`config.mk`:
```
export PLATFORM = sky130hd
export DESIGN_NAME = sdram_bank_timer
export DESIGN_NICKNAME = d
export VERILOG_FILES = /design/src/rtl/sdram_pkg.sv /design/src/rtl/sdram_bank_fsm.sv /design/src/rtl/sdram_bank_timer.sv
export SDC_FILE = /design/constraint.sdc
export NUM_CORES = 1
export LEC_CHECK = 0
export BUFFER_PORTS_ARGS = -buffer_cell sky130_fd_sc_hd__clkbuf_2
export CAP_MARGIN = 20
export CORE_UTILIZATION = 44
export DETAILED_ROUTE_END_ITERATION = 7
export GPL_TIMING_DRIVEN = 0
export HOLD_SLACK_MARGIN = 0.03
export PLACE_DENSITY_LB_ADDON = 0.25
export SLEW_MARGIN = 10
export SYNTH_ARGS = -nofsm -noshare
export SYNTH_HDL_FRONTEND = slang
export SYNTH_SLANG_ARGS = --single-unit
```
`constraint.sdc`:
```
create_clock -name clk -period 4.25 [get_ports clk]
set_input_delay 1.0625 -clock clk [delete_from_list [all_inputs] [get_ports clk]]
set_output_delay 1.0625 -clock clk [all_outputs]
set_load 0.005 [all_outputs]
```
`src/rtl/sdram_pkg.sv`:
```
// sdram_pkg
//   Shared types and timing defaults for the SDRAM bank timer.
//   bank_state_e : per-bank state (IDLE, OPENING, OPEN, CLOSING)
//   cmd_e        : command opcode (ACT, PRE, PREA, REF)
//   DEF_*        : default geometry and timing parameters (cycles)
//   timer_width  : counter width able to hold the largest timing value
package sdram_pkg;

    typedef enum logic [1:0] {
        BANK_IDLE    = 2'd0,
        BANK_OPENING = 2'd1,
        BANK_OPEN    = 2'd2,
        BANK_CLOSING = 2'd3
    } bank_state_e;

    typedef enum logic [1:0] {
        CMD_ACT  = 2'd0,
        CMD_PRE  = 2'd1,
        CMD_PREA = 2'd2,
        CMD_REF  = 2'd3
    } cmd_e;

    localparam int unsigned DEF_ROW_WIDTH       = 14;
    localparam int unsigned DEF_NUM_GROUPS      = 2;
    localparam int unsigned DEF_BANKS_PER_GROUP = 4;
    localparam int unsigned DEF_T_RCD           = 8;
    localparam int unsigned DEF_T_RP            = 5;
    localparam int unsigned DEF_T_RAS           = 12;
    localparam int unsigned DEF_T_RRD           = 2;
    localparam int unsigned DEF_T_RFC           = 20;

    function automatic int unsigned max_u(input int unsigned a, input int unsigned b);
        return (a > b) ? a : b;
    endfunction

    // Width of a down-counter that must hold the largest of the timing values.
    function automatic int unsigned timer_width(
        input int unsigned t_rcd,
        input int unsigned t_rp,
        input int unsigned t_ras,
        input int unsigned t_rrd,
        input int unsigned t_rfc
    );
        int unsigned m;
        m = max_u(max_u(max_u(t_rcd, t_rp), max_u(t_ras, t_rrd)), t_rfc);
        return $clog2(m + 1);
    endfunction

endpackage

```
`src/rtl/sdram_bank_fsm.sv`:
```
// sdram_bank_fsm
//   State, latched row and tRAS counter for a single SDRAM bank.
//   Ports:
//     clk, rst_n  : clock, asynchronous active-low reset
//     act_go      : ACT accepted for this bank (only acted on in IDLE)
//     pre_go      : PRE/PREA accepted for this bank (only acted on in OPEN)
//     act_row     : row to latch on ACT
//     state       : current bank_state_e encoding
//     row         : row latched at the last ACT
//     tras_done   : tRAS counter has reached zero
module sdram_bank_fsm
    import sdram_pkg::*;
#(
    parameter int unsigned ROW_WIDTH = DEF_ROW_WIDTH,
    parameter int unsigned T_RCD     = DEF_T_RCD,
    parameter int unsigned T_RP      = DEF_T_RP,
    parameter int unsigned T_RAS     = DEF_T_RAS,
    parameter int unsigned CNT_W     = timer_width(DEF_T_RCD, DEF_T_RP, DEF_T_RAS,
                                                   DEF_T_RRD, DEF_T_RFC)
)(
    input  logic                 clk,
    input  logic                 rst_n,
    input  logic                 act_go,
    input  logic                 pre_go,
    input  logic [ROW_WIDTH-1:0] act_row,
    output logic [1:0]           state,
    output logic [ROW_WIDTH-1:0] row,
    output logic                 tras_done
);

    bank_state_e          state_q, state_d;
    logic [ROW_WIDTH-1:0] row_q, row_d;
    logic [CNT_W-1:0]     phase_q, phase_d;
    logic [CNT_W-1:0]     tras_q, tras_d;

    // phase counts the remaining cycles of OPENING/CLOSING. It is loaded with
    // T-1 so the transition lands exactly T edges after the accepting edge.
    always_comb begin
        state_d = state_q;
        row_d   = row_q;
        phase_d = phase_q;
        tras_d  = (tras_q == '0) ? '0 : tras_q - CNT_W'(1);
        case (state_q)
            BANK_IDLE: begin
                if (act_go) begin
                    state_d = BANK_OPENING;
                    row_d   = act_row;
                    phase_d = CNT_W'(T_RCD - 1);
                    tras_d  = CNT_W'(T_RAS);
                end
            end
            BANK_OPENING: begin
                if (phase_q == '0) begin
                    state_d = BANK_OPEN;
                end else begin
                    phase_d = phase_q - CNT_W'(1);
                end
            end
            BANK_OPEN: begin
                if (pre_go) begin
                    state_d = BANK_CLOSING;
                    phase_d = CNT_W'(T_RP - 1);
                end
            end
            BANK_CLOSING: begin
                if (phase_q == '0) begin
                    state_d = BANK_IDLE;
                end else begin
                    phase_d = phase_q - CNT_W'(1);
                end
            end
            default: state_d = BANK_IDLE;
        endcase
    end

    always_ff @(posedge clk or negedge rst_n) begin
        if (!rst_n) begin
            state_q <= BANK_IDLE;
            row_q   <= '0;
            phase_q <= '0;
            tras_q  <= '0;
        end else begin
            state_q <= state_d;
            row_q   <= row_d;
            phase_q <= phase_d;
            tras_q  <= tras_d;
        end
    end

    assign state     = state_q;
    assign row       = row_q;
    assign tras_done = (tras_q == '0);

endmodule

```
`src/rtl/sdram_bank_timer.sv`:
```
// sdram_bank_timer
//   Tracks per-bank SDRAM state and enforces tRCD, tRP, tRAS, tRRD (per bank
//   group) and tRFC, telling the requester which command is legal this cycle.
//   Ports:
//     clk, rst_n      : clock, asynchronous active-low reset
//     cmd_valid       : command offered
//     cmd_ready       : offered command is legal this cycle (combinational)
//     cmd_type        : cmd_e opcode
//     cmd_bank        : target bank (ignored for PREA/REF)
//     cmd_row         : row for ACT
//     bank_state      : per-bank bank_state_e
//     open_row        : per-bank row latched at ACT
//     bank_ready      : per-bank OPEN flag
//     refresh_busy    : refresh in progress
//     q_bank, q_row   : row-hit query inputs
//     q_hit           : queried bank is OPEN on the queried row
module sdram_bank_timer
    import sdram_pkg::*;
#(
    parameter int unsigned ROW_WIDTH       = DEF_ROW_WIDTH,
    parameter int unsigned NUM_GROUPS      = DEF_NUM_GROUPS,
    parameter int unsigned BANKS_PER_GROUP = DEF_BANKS_PER_GROUP,
    parameter int unsigned T_RCD           = DEF_T_RCD,
    parameter int unsigned T_RP            = DEF_T_RP,
    parameter int unsigned T_RAS           = DEF_T_RAS,
    parameter int unsigned T_RRD           = DEF_T_RRD,
    parameter int unsigned T_RFC           = DEF_T_RFC
)(
    input  logic                                                   clk,
    input  logic                                                   rst_n,
    input  logic                                                   cmd_valid,
    output logic                                                   cmd_ready,
    input  logic [1:0]                                             cmd_type,
    input  logic [$clog2(NUM_GROUPS*BANKS_PER_GROUP)-1:0]          cmd_bank,
    input  logic [ROW_WIDTH-1:0]                                   cmd_row,
    output logic [NUM_GROUPS*BANKS_PER_GROUP-1:0][1:0]             bank_state,
    output logic [NUM_GROUPS*BANKS_PER_GROUP-1:0][ROW_WIDTH-1:0]   open_row,
    output logic [NUM_GROUPS*BANKS_PER_GROUP-1:0]                  bank_ready,
    output logic                                                   refresh_busy,
    input  logic [$clog2(NUM_GROUPS*BANKS_PER_GROUP)-1:0]          q_bank,
    input  logic [ROW_WIDTH-1:0]                                   q_row,
    output logic                                                   q_hit
);

    localparam int unsigned BANKS  = NUM_GROUPS * BANKS_PER_GROUP;
    localparam int unsigned BANK_W = $clog2(BANKS);
    localparam int unsigned GRP_W  = (NUM_GROUPS > 1) ? $clog2(NUM_GROUPS) : 1;
    localparam int unsigned CNT_W  = timer_width(T_RCD, T_RP, T_RAS, T_RRD, T_RFC);

    cmd_e                 cmd_kind;
    logic                 cmd_accept;
    logic [GRP_W-1:0]     cmd_group;

    logic [BANKS-1:0]     bank_idle;
    logic [BANKS-1:0]     bank_open;
    logic [BANKS-1:0]     bank_transit;
    logic [BANKS-1:0]     tras_done;
    logic [BANKS-1:0]     prea_block;
    logic [BANKS-1:0]     act_go;
    logic [BANKS-1:0]     pre_go;

    logic [NUM_GROUPS-1:0] rrd_zero;

    logic [CNT_W-1:0]     ref_cnt_q, ref_cnt_d;

    always_comb begin
        cmd_kind  = cmd_e'(cmd_type);
        cmd_group = GRP_W'(32'(cmd_bank) / BANKS_PER_GROUP);
    end

    // Readiness looks only at registered state, so a timer expiring on the
    // same edge as an offered command still blocks it for that edge.
    always_comb begin
        cmd_ready = 1'b0;
        case (cmd_kind)
            CMD_ACT:  cmd_ready = bank_idle[cmd_bank] && !refresh_busy && rrd_zero[cmd_group];
            CMD_PRE:  cmd_ready = (bank_open[cmd_bank] && tras_done[cmd_bank]) || bank_idle[cmd_bank];
            CMD_PREA: cmd_ready = !(|bank_transit) && !refresh_busy && !(|prea_block);
            CMD_REF:  cmd_ready = (&bank_idle) && !refresh_busy;
            default:  cmd_ready = 1'b0;
        endcase
    end

    assign cmd_accept = cmd_valid && cmd_ready;

    // Per-bank command steering and status decode. PREA is broadcast; banks
    // that are not OPEN ignore it inside the bank FSM.
    for (genvar i = 0; i < BANKS; i++) begin : g_bank
        assign act_go[i]       = cmd_accept && (cmd_kind == CMD_ACT) && (cmd_bank == BANK_W'(i));
        assign pre_go[i]       = cmd_accept && ((cmd_kind == CMD_PREA) ||
                                 ((cmd_kind == CMD_PRE) && (cmd_bank == BANK_W'(i))));
        assign bank_idle[i]    = (bank_state[i] == BANK_IDLE);
        assign bank_open[i]    = (bank_state[i] == BANK_OPEN);
        assign bank_transit[i] = (bank_state[i] == BANK_OPENING) || (bank_state[i] == BANK_CLOSING);
        assign prea_block[i]   = bank_open[i] && !tras_done[i];

        sdram_bank_fsm #(
            .ROW_WIDTH (ROW_WIDTH),
            .T_RCD     (T_RCD),
            .T_RP      (T_RP),
            .T_RAS     (T_RAS),
            .CNT_W     (CNT_W)
        ) u_bank_fsm (
            .clk       (clk),
            .rst_n     (rst_n),
            .act_go    (act_go[i]),
            .pre_go    (pre_go[i]),
            .act_row   (cmd_row),
            .state     (bank_state[i]),
            .row       (open_row[i]),
            .tras_done (tras_done[i])
        );
    end

    // One tRRD counter per bank group: ACTs into different groups do not
    // throttle each other.
    for (genvar g = 0; g < NUM_GROUPS; g++) begin : g_rrd
        logic [CNT_W-1:0] rrd_cnt_q, rrd_cnt_d;

        always_comb begin
            rrd_cnt_d = (rrd_cnt_q == '0) ? '0 : rrd_cnt_q - CNT_W'(1);
            if (cmd_accept && (cmd_kind == CMD_ACT) && (cmd_group == GRP_W'(g))) begin
                rrd_cnt_d = CNT_W'(T_RRD);
            end
        end

        always_ff @(posedge clk or negedge rst_n) begin
            if (!rst_n) begin
                rrd_cnt_q <= '0;
            end else begin
                rrd_cnt_q <= rrd_cnt_d;
            end
        end

        assign rrd_zero[g] = (rrd_cnt_q == '0);
    end

    // Refresh is busy while the counter is non-zero: loaded with T_RFC at the
    // accepting edge, it clears exactly T_RFC edges later.
    always_comb begin
        ref_cnt_d = (ref_cnt_q == '0) ? '0 : ref_cnt_q - CNT_W'(1);
        if (cmd_accept && (cmd_kind == CMD_REF)) begin
            ref_cnt_d = CNT_W'(T_RFC);
        end
    end

    always_ff @(posedge clk or negedge rst_n) begin
        if (!rst_n) begin
            ref_cnt_q <= '0;
        end else begin
            ref_cnt_q <= ref_cnt_d;
        end
    end

    assign refresh_busy = (ref_cnt_q != '0);
    assign bank_ready   = bank_open;
    assign q_hit        = bank_open[q_bank] && (open_row[q_bank] == q_row);

endmodule

```
==> impl_results.md <==
* Run status: finished clean
* Synthesized area at 12400 µm²
* Hold Path Class: input pin to async pin
* Setup CP Type: input pin to primary output
* Critical path's top delay family: multiplexers
* Initial antenna violation count at 0
* Final count of pins violating max slew at 0
* DR iter-0 viols at 674
* Most frequent cells in the layout: nand2_1 (263), dfrtp_1 (223), clkbuf_2 (174)
* Ys async rst share at 100%
* Placeable Area at 27800 µm²
* Final Hold Fails at 0
* # port buffers at 174
* Slowest stage delay, CP at 0.53 ns
* R2R Path End: g_bank[5].u_bank_fsm.row[11]
* RSZ-0062 raised after global routing: yes
* Placer Congestion at 0.878
* Reg2reg start: g_bank[5].u_bank_fsm.state[0]
* Share of layout cells above drive strength 1 at 24.8%
* Critical path peak fanout at 10
* Crit path launch type: input pin
* Tmin final at 4.16 ns
* Overall power at 9.18 mW
* WP data required at 3.19 ns
* Final net count at 1562
* Vias in the first global route at 9809
* Final Cycle Share at 97.9%
* CTS tree: yes
* Routed wl met2 at 16000 µm
* First-pass GRT wire length at 53100 µm
* Hpwl dp at 24400 µm
* Die area at 28900 µm²
* Tot GR Track Use at 23.4%
* Transition time of the tightest slew-check pin at 1.02 ns
* WP data arrival at 3.10 ns
* GR Overflow Total at 0
* CTS Buf Count at 26
* Area grow syn2layout at 19.3%
* DRC viols at 0
* Slowest stage cell, crit path: mux4_2
* Cell leakage power at 7.43 nW
* Drt wl/cell at 18.2 µm
* R2R cell count at 8
* DR vias/cell at 5.46
* Final hold slack at 0.438 ns
* CTS sink cnt at 223
* Starting Density at 44.7%
* Vias post-DR at 10075
* Maximum clock path buffer count at 3
* Worst-path clk slew at 0.06 ns
* Design area at 14800 µm²
* Final Util at 53.4%
* 1st-pass router iterations at 5
* Setup TNS at 0 ns
* FF+latch count, synth at 223
* Number of synthesized flops with an enable pin at 0
* Setup violators final at 0
* Post-synth top flop: dfrtp_1
* Root buf cell: clkbuf_16
* # diodes at 0
* Largest net degree at the start of global routing at 99
* Routed wire length at 33600 µm
* Commonest non-fill, non-tap cell in the layout: nand2_1
* Layout Cells excl Fill at 1844
* Die Y-Extent at 170 µm
* Placed cell count at 1796
* Worst Setup SP: q_bank[0]
* Wire length on met3 at 2080 µm
* Mapped Nets at 1353
* WP buf/inv at 3
* Synth cell types at 78
* Post-synthesis sequential area ratio at 44.9%
* Fmax at 240 MHz
* Setup ws final at 0.0891 ns
* CP most frequent cell: clkbuf_2
* Rel. slew slack at 32.1%
* Cells along the critical path: clkbuf_2, buf_6, mux4_2, mux2i_1, xnor2_1, nor4_2, nand4_1, nor3_1, clkbuf_2
* Dpl ws at -0.734 ns
* # rows at 61
* Setup crit end kind: primary output
* Post-DRT Antenna Nets at 0
* Htree depth at 1
* Avg Cell Area, Syn at 10.0 µm²
* Power Dens Cells at 619 nW/µm²
* Flop2flop setup slack at 0.43 ns
* Max VDD drop at 443 µV
* Clk_lat worst skew at 0.52 ns
* Die Width at 170 µm
* Post-DP Area at 13900 µm²
* Ports at 178
* Max Used Layer: met4
* Clock Skew at 0.00857 ns
* Post-synthesis instance total at 1239
* Metal-1 WL at 14700 µm
* Cts-stage hold buffer count at 0
* Ys Warns at 0
* Max_cap viols at 0
flip-flops by register name, summed over array words and instances, names as in the netlist:
name	flops
g_bank.u_bank_fsm.row	112
g_rrd.rrd_cnt_q	10
ref_cnt_q	5
g_bank.u_bank_fsm.state	16
g_bank.u_bank_fsm.phase_q	40
g_bank.u_bank_fsm.tras_q	40
synthesized netlist by cell type, types with 3 or more instances:
| library cell | instances | area share, % |
|---|---|---|
| nand2_1 | 263 | 7.9 |
| dfrtp_1 | 223 | 45 |
| nor2_1 | 98 | 3.0 |
| ha_1 | 75 | 7.6 |
| inv_1 | 74 | 2.2 |
| mux2_2 | 57 | 5.2 |
| a21oi_1 | 54 | 2.2 |
| nor3_1 | 42 | 1.7 |
| o21ai_0 | 33 | 1.3 |
| mux4_2 | 32 | 5.8 |
| mux2i_1 | 27 | 2.2 |
| or3_1 | 20 | 1.0 |
| clkbuf_1 | 19 | 0.57 |
| nand3_1 | 15 | 0.60 |
| xor2_1 | 15 | 1.1 |
| xnor2_1 | 14 | 0.99 |
| nor4_1 | 11 | 0.55 |
| nor4b_1 | 10 | 0.70 |
| a211oi_1 | 9 | 0.54 |
| buf_2 | 8 | 0.32 |
| nor2b_1 | 8 | 0.40 |
| nand4_1 | 7 | 0.35 |
| o21ai_1 | 7 | 0.28 |
| o31ai_1 | 6 | 0.36 |
| a31o_2 | 5 | 0.35 |
| a31oi_1 | 5 | 0.25 |
| buf_1 | 5 | 0.15 |
| o211ai_1 | 5 | 0.30 |
| or4_1 | 5 | 0.30 |
| a21boi_0 | 4 | 0.24 |
| a21o_1 | 4 | 0.24 |
| nand2b_1 | 4 | 0.20 |
| o21a_1 | 4 | 0.24 |
| or2_2 | 4 | 0.20 |
| or4b_1 | 4 | 0.32 |
| a21oi_2 | 3 | 0.21 |
| a22oi_1 | 3 | 0.18 |
| nand4b_1 | 3 | 0.21 |
| nor3b_1 | 3 | 0.18 |
| o22ai_1 | 3 | 0.15 |
area by class of cell:
| cell class | instances | area (µm²) |
|---|---|---|
| plain buffers | 33 | 165 |
| clock buffers | 40 | 845 |
| clock inverters | 6 | 65.1 |
| fillers | 2528 | 13000 |
| inverters | 74 | 278 |
| multi-input cells | 909 | 6440 |
| flip-flops and latches | 223 | 5580 |
| well taps | 378 | 473 |
| repair buffers | 181 | 982 |
routing by layer:
layer  up-vias  track usage, %
met5         -               0
met4         0            6.58
met3        55            4.44
met2       266            38.7
met1      5002            31.3
li1       4752               -
worst max-delay path by stage:
stage                                      endpoint  cells after the start
floorplan                                     q_hit                      7
global placement    g_bank[3].u_bank_fsm.phase_q[0]                      1
detailed placement                            q_hit                      9
CTS                                           q_hit                      9
global route                                  q_hit                      9
finish                                        q_hit                      9
logic make-up after synthesis:
group | Yosys count | synth area share (%)
compound gates | 172 | 9.47
buf+inv | 107 | 3.37
mux | 118 | 13.3
fa+ha+maj | 75 | 7.55
xor+xnor | 29 | 2.04
simple gates | 515 | 19.3
flops | 223 | 44.9
repair_timing:
item,CTS,global route
hold endpoints to repair,0,0
setup endpoints to repair,2,2
resized for setup,12,6
pin swaps,0,1
setup buffers,2,0
power by group:
group          internal, mW  switching [mW]  leakage, nW
sequential             2.68           0.540         2.90
combinational          1.55            2.08         4.07
clock                  1.42           0.909        0.451
total                  5.65            3.52         7.43
Power figures use the tool's default switching activity.
